<file path="src/rtl/bcd_pkg.sv">
// bcd_pkg: shared constants and FSM encoding for the binary-to-BCD converter
package bcd_pkg;
  localparam int DIGITS = 4;
  localparam int BCD_W = 4;
  localparam int MAX_VAL = 9999;
  localparam logic [BCD_W-1:0] SAT_DIGIT = 4'd9;
  typedef enum logic [1:0] {IDLE = 2'd0, SHIFT = 2'd1, DONE = 2'd2} state_t;
endpackage

</file>
<file path="src/rtl/bcd_add3.sv">
// bcd_add3: double-dabble adjust cell, adds 3 to a BCD digit that is 5 or more
module bcd_add3
  import bcd_pkg::*;
(
  input  logic [BCD_W-1:0] d,
  output logic [BCD_W-1:0] q
);
  assign q = (d >= 4'd5) ? d + 4'd3 : d;
endmodule

</file>
<file path="src/rtl/bin_to_bcd_seq.sv">
// bin_to_bcd_seq: sequential shift-and-add-3 binary-to-BCD converter with saturation
module bin_to_bcd_seq
  import bcd_pkg::*;
#(
  parameter int BIN_WIDTH = 14,
  parameter int MAX_LIMIT = MAX_VAL
) (
  input  logic                 clk,
  input  logic                 rst,
  input  logic                 start,
  input  logic [BIN_WIDTH-1:0] bin_in,
  output logic                 busy,
  output logic                 done,
  output logic                 overflow,
  output logic [BCD_W-1:0]     digit3,
  output logic [BCD_W-1:0]     digit2,
  output logic [BCD_W-1:0]     digit1,
  output logic [BCD_W-1:0]     digit0
);
  localparam int W = BIN_WIDTH + DIGITS * BCD_W;
  localparam int CW = $clog2(BIN_WIDTH + 1);
  localparam logic [BIN_WIDTH-1:0] LIMIT = BIN_WIDTH'(MAX_LIMIT);
  state_t state, next;
  logic [W-1:0] work;
  logic [DIGITS*BCD_W-1:0] adj;
  logic [CW-1:0] cnt;
  logic sat, accept;
  for (genvar g = 0; g < DIGITS; g++) begin : g_adj
    bcd_add3 u_add3 (.d(work[BIN_WIDTH+g*BCD_W +: BCD_W]), .q(adj[g*BCD_W +: BCD_W]));
  end
  assign busy = (state == SHIFT);
  assign done = (state == DONE);
  assign accept = start && !busy;
  always_comb begin
    next = accept ? SHIFT : (busy && cnt != '0) ? SHIFT : busy ? DONE : IDLE;
  end
  // the counter-zero cycle in SHIFT publishes the result, so DONE holds no datapath work
  always_ff @(posedge clk) begin
    if (rst) begin
      state <= IDLE;
      work <= '0;
      cnt <= '0;
      sat <= 1'b0;
      overflow <= 1'b0;
      {digit3, digit2, digit1, digit0} <= '0;
    end else begin
      state <= next;
      if (accept) begin
        work <= W'(bin_in);
        sat <= bin_in > LIMIT;
        cnt <= CW'(BIN_WIDTH);
      end else if (busy && cnt != '0) begin
        work <= {adj, work[BIN_WIDTH-1:0]} << 1;
        cnt <= cnt - 1'b1;
      end else if (busy) begin
        overflow <= sat;
        {digit3, digit2, digit1, digit0} <= sat ? {DIGITS{SAT_DIGIT}} : work[W-1:BIN_WIDTH];
      end
    end
  end
endmodule

</file>
<file path="config.mk">
export PLATFORM = sky130hd
export DESIGN_NAME = bin_to_bcd_seq
export DESIGN_NICKNAME = d
export VERILOG_FILES = /design/src/rtl/bcd_pkg.sv /design/src/rtl/bcd_add3.sv /design/src/rtl/bin_to_bcd_seq.sv
export SDC_FILE = /design/constraint.sdc
export NUM_CORES = 1
export LEC_CHECK = 0
export CAP_MARGIN = 15
export CELL_PAD_IN_SITES_DETAIL_PLACEMENT = 1
export CELL_PAD_IN_SITES_GLOBAL_PLACEMENT = 1
export CORE_MARGIN = 2
export CORE_UTILIZATION = 25
export DETAILED_ROUTE_END_ITERATION = 16
export GPL_TIMING_DRIVEN = 0
export HOLD_SLACK_MARGIN = 0.08
export PLACE_DENSITY_LB_ADDON = 0.1
export SLEW_MARGIN = 10
export SYNTH_ARGS = -nofsm -noshare
export SYNTH_HDL_FRONTEND = slang
export SYNTH_SLANG_ARGS = --single-unit
</file>
<file path="constraint.sdc">
create_clock -name clk -period 2.5 [get_ports clk]
set_input_delay 0.25 -clock clk [delete_from_list [all_inputs] [get_ports clk]]
set_output_delay 0.25 -clock clk [all_outputs]
set_load 0.005 [all_outputs]
</file>
After elaboration in Yosys (flattened, before gate mapping):

Cells that the tools add are included.
W data, S select, Z words.

* add/subtract/negate cells: 5
* $mul: 0
* divide/modulo/power cells: 0
* $lt $le $gt $ge: 5
* equal/unequal tests: 2
* shift-type cells: 0
* multiplexer cells: 12
* bitwise logic cells: 2
* reduce and logical (&&, ||, !) cells: 8

Operator list (number)
* $mux W14: 2
* $mux W4: 5
* $ge A4 B3 Y1 const B: 4
* $mux W16: 1
* $gt A14 B14 Y1 const B: 1
* $add A4 B2 Y4 const B: 3
* $reduce_bool A4 Y1: 1
* $sub A4 B1 Y4 const B: 1
* $add A3 B2 Y3 const B: 1
* $mux W3: 1
* $reduce_and A3 Y1: 1
* $reduce_or A3 Y1: 1
* $eq A2 B1 Y1 const B: 1
* $eq A2 B2 Y1 const B: 1
* $logic_and A1 B1 Y1: 2
* $mux W1: 2
* $mux W2: 1
* $not A1 Y1: 2
* $reduce_bool A2 Y1: 1
* $reduce_or A2 Y1: 1
* $logic_not A1 Y1: 1

* flip-flop bits (word level): 54
* bits in latches: 0
* RAM bits: 0
* ROM bits: 0
* input port bits: 17
* output and inout port bits: 19
* logic and storage cells: 46
* memories: 0

Depth between registers and ports, before layout:

* word-level depth: 5
* gate-level depth with buffers: 8
* depth with buffers taken out: 6

Hierarchy:

Synthesis repeated with hierarchy kept, for this count alone.

* cell total of the unflattened synthesis: 312
* area, all modules: 2458.6 um2

Modules (own cells, without submodules)
* bin_to_bcd_seq: instances 1, cells an instance 248, area an instance 2053.2 um2, seq. area each 1081.0 um2
* bcd_add3: instances 4, cells an instance 16, area an instance 101.3 um2, seq. area each 0.0 um2

Worst setup path after synthesis:

No wires, ideal clock.

* path kind: flip-flop to flip-flop
* from: reg cnt[0]
* to: reg work[3]
* library setup time: 0.132 ns
* arrival: 1.527 ns
* setup slack: 0.841 ns
* stages on the path, launching flop included: 9
* buffers on the path: 2
* clock period less this slack: 1.659 ns
* path through: dfxtp_1 inv_1 ha_1 or3b_4 and2_4 buf_6 buf_6 a22oi_2 a21oi_1

* longest elaborated chain between the ends: 3

RTL lines
* start, declared: RTL line bin_to_bcd_seq.sv:26 `logic [CW-1:0] cnt;`
* start signal, assigned: RTL line bin_to_bcd_seq.sv:51 `cnt <= CW'(BIN_WIDTH);`
* start signal, assigned: RTL line bin_to_bcd_seq.sv:54 `cnt <= cnt - 1'b1;`
* $reduce_bool A4 Y1: RTL line bin_to_bcd_seq.sv:52 `end else if (busy && cnt != '0) begin`
* $logic_and A1 B1 Y1: RTL line bin_to_bcd_seq.sv:52
* $reduce_bool A2 Y1 (no line)
* end signal, assigned: RTL line bin_to_bcd_seq.sv:49 `work <= W'(bin_in);`
* end signal, assigned: RTL line bin_to_bcd_seq.sv:53 `work <= {adj, work[BIN_WIDTH-1:0]} << 1;`
* end, declared: RTL line bin_to_bcd_seq.sv:24 `logic [W-1:0] work;`

No other way between the ends.
A chain may end at the register's enable or synchronous reset.

Worst setup path after layout:

* from: reg cnt[0]
* to: reg work[27]

* longest elaborated chain between the ends: 2

RTL lines (RTL line)
* $reduce_bool A4 Y1: bin_to_bcd_seq.sv:52
* $logic_and A1 B1 Y1: bin_to_bcd_seq.sv:52

No other way between the ends.

==> results.md <==
- Worst hold path type: reg -> reg
- Root buffer cell: clkbuf_8
- Chip Width: 103 um
- Internal power: 1380 uW
- Largest net degree at the start of global routing: 16
- Max Root-Sink Buffers: 2
- Critical Path Source Type: register
- DR top layer: met4
- Switching portion of total power: 27.1%
- Clock Latency Late Sink: 0.31 ns
- CP Max Fanout: 8
- Post-synthesis xor/xnor area fraction: 1.80%
- Slew Viols, Final: 0
- Vias in the first global route: 2128
- Top delay family on crit path: simple AND/OR/NAND/NOR gates
- First-pass GRT wire length: 10900 um
- Leakage: 0.00105 uW
- Area fraction of the dominant cell type after synthesis: 44.4%
- Post-synth top area cell: dfxtp_1
- Count of final setup violators: 0
- Max frequency: 489 MHz
- Port Buffers: 35
- Gpl congestion: 0.743
- FP Rows: 36
- CTS hold repair buffers: 0
- Post-route ant nets: 0
- Dpl hpwl: 4770 um
- Iteration-0 DRC Markers: 63
- Sequential group share of total power: 49.8%
- Critical path class: reg -> reg
- Run status: finished, final reports clean
- WP data arrival: 2.30 ns
- Crit end category: register
- Fin nets: 340
- # resized after CTS: 0
- Clock Skew: 0.00620 ns
- I/O pin count: 36
- Adder-cell share of the synthesized area: 4.63%
- Area Overhead vs Synth: 25.9%
- Worst path max stage delay: 0.62 ns
- Highest-delay cell along the critical path: nor2_1
- TritonCTS buffer count: 5
- Slew @ Worst Pin: 0.725 ns
- Synth Area in Simple Gates: 18.6%
- Initial antenna violation count: 0
- EDFF count, synth: 0
- CP required: 2.75 ns
- Setup WS pre-CTS: 0.392 ns
- Ys flop type: dfxtp_1
- Total Wirelength: 6610 um
- Compound-gate portion of the synthesized area: 22.1%
- Rel. slew slack: 51.5%
- Post-CTS Repair Setup Buffers: 0
- Core area: 9590 um^2
- Vias/cell: 4.54
- Overall die area: 10500 um^2
- Final min period: 2.04 ns
- PwrDens: 617 nW/um^2
- Routed wl met3: 208 um
- Psw: 512 uW
- Post-synth cell types: 35
- Avg WL per Cell: 14.8 um
- Via count: 2028
- Cell count after synthesis: 272
- Max_cap viols: 0
- Synth Register Bits: 54
- Mean Syn Cell Area: 8.95 um^2
- CTS H-Tree Depth: 2
- CTS tree: done
- Mapped Nets: 298
- Fin. Hold Viols: 0
- VDD IR max: 242 uV
- Final setup margin: 0.456 ns
- Fin crit share: 81.7%
- Crit-path cells: inv_1 -> ha_1 -> or3b_4 -> nand2_1 -> nor2_1 -> a22o_1
- Mapped Area: 2430 um^2
- Synth warn: 0
- CTS sink count: 54
- Grt total ovfl: 0
- Largest family of logic cells by synthesized area: compound AO/OA/AOI/OAI gates
- WL met1: 3170 um
- Clk slew on worst S/H paths: 0.10 ns
- Worst path buffer plus inverter count: 1
- Clock power frac: 32.4%
- Power share of the combinational group: 17.8%
- Fin Hold WS: 0.455 ns
- Effective utilization at floorplan: 25.4%
- Seq/Total Area, Yosys: 44.4%
- FFs w/ async S/R, synth: 0%
- Synth top area cells: dfxtp_1 44%, a21oi_1 7.4%, a22oi_2 5.1%
- RSZ-0062 raised after global routing: no
- WL met2: 3180 um
- Setup TNS: 0 ns
- Layout cells sized above 1: 9.87%
- Ant diodes: 0
- Multiplexer area fraction after synthesis: 2.98%
- Chip Height: 103 um
- Drt first pass iters: 4
- Residual DRC count: 0
- Tot GR Track Use: 13.5%
[through the flow]
step           std cells  area, um^2  total power (uW)  utilization [%]
6_report             447        3060              1890             31.9
5_1_grt              447        3060              2000             31.9
4_1_cts              447        3060              1930             31.9
3_5_place_dp         440        2950              1300             30.8
3_3_place_gp         440        2950              1300             30.8
2_1_floorplan        272        2430              1170                -
[cells by family after synthesis]
| logic type | Yosys count |
|---|---|
| and+or+nand+nor | 95 |
| AOI/OAI and AO/OA | 75 |
| DFF | 54 |
| buffers and inverters | 28 |
| adders and majority gates | 9 |
| muxes | 6 |
| xor gates and xnor gates | 5 |
[path summary, 6_finish.rpt]
check	from	endpoint	slack (ns)	depth (start not counted)
worst max-delay path	cnt[0]	work[27]	0.46	6
worst min-delay path	digit1[2]	digit1[2]	0.46	2
worst max register to register	cnt[0]	work[27]	0.46	6
worst min register to register	digit1[2]	digit1[2]	0.46	2
[worst min-delay path, delay by kind of cell (launching register included)]
kind | cells | cell delay, ns
and+or+nand+nor | 1 | 0.05
DFF | 1 | 0.32
AOI/OAI and AO/OA | 1 | 0.05
[cells in the mapped netlist, types with 2 or more instances]
library cell	number
a211oi_2	4
a21oi_1	36
a22o_1	8
a22oi_1	3
a22oi_2	10
a311oi_1	4
buf_2	2
buf_6	3
clkbuf_1	9
dfxtp_1	54
ha_1	9
inv_1	12
mux2i_1	5
nand2_1	30
nand2b_1	5
nand3_1	14
nand3b_1	2
nor2_1	22
nor3_1	11
nor3b_1	3
nor4_1	2
o21ai_0	7
xnor2_1	5
[area by class of cell]
| cell class | instances | area [um^2] |
|---|---|---|
| clock buffer | 6 | 82.6 |
| tap | 133 | 166 |
| multi-input combinational | 190 | 1220 |
| buffer | 16 | 88.8 |
| inverter | 12 | 45.0 |
| fill | 1161 | 6530 |
| clock inverter | 1 | 30.0 |
| timing repair buffer | 35 | 350 |
| sequential | 54 | 1080 |
[power by group through the flow]
stage / logic [uW] / registers, uW / clock network, uW
global route: 377 / 948 / 674
CTS: 345 / 941 / 642
finish: 336 / 940 / 613
detailed placement: 344 / 961 / 0
global placement: 339 / 960 / 0
floorplan: 214 / 952 / 0
[sequential cells by signal, indices dropped and copies added, names as in the netlist, 2 cells and up]
signal,cells
digit1,4
work,30
digit2,4
cnt,4
state,2
digit0,4
digit3,4
[placed cells by master, fill, tap and decap left out, types with 2 or more instances in the layout]
master,n
dfxtp_1,54
a21oi_1,36
clkdlybuf4s50_1,35
nand2_1,30
nor2_1,22
nand3_1,14
inv_1,12
nor3_1,11
a22oi_2,10
clkbuf_1,9
ha_1,9
a22o_1,8
o21ai_0,7
clkbuf_8,6
nand2b_1,5
mux2i_1,5
xnor2_1,5
a311oi_1,4
a211oi_2,4
buf_6,3
nor3b_1,3
a22oi_1,3
nand3b_1,2
buf_2,2
nor4_1,2
[per-layer routing]
layer | global-route usage [%] | up-vias
li1 | - | 1039
met1 | 17.8 | 948
met2 | 22.8 | 35
met3 | 2.51 | 6
met4 | 3.38 | 0
met5 | 0 | -
(Power assumes the default switching activity.)
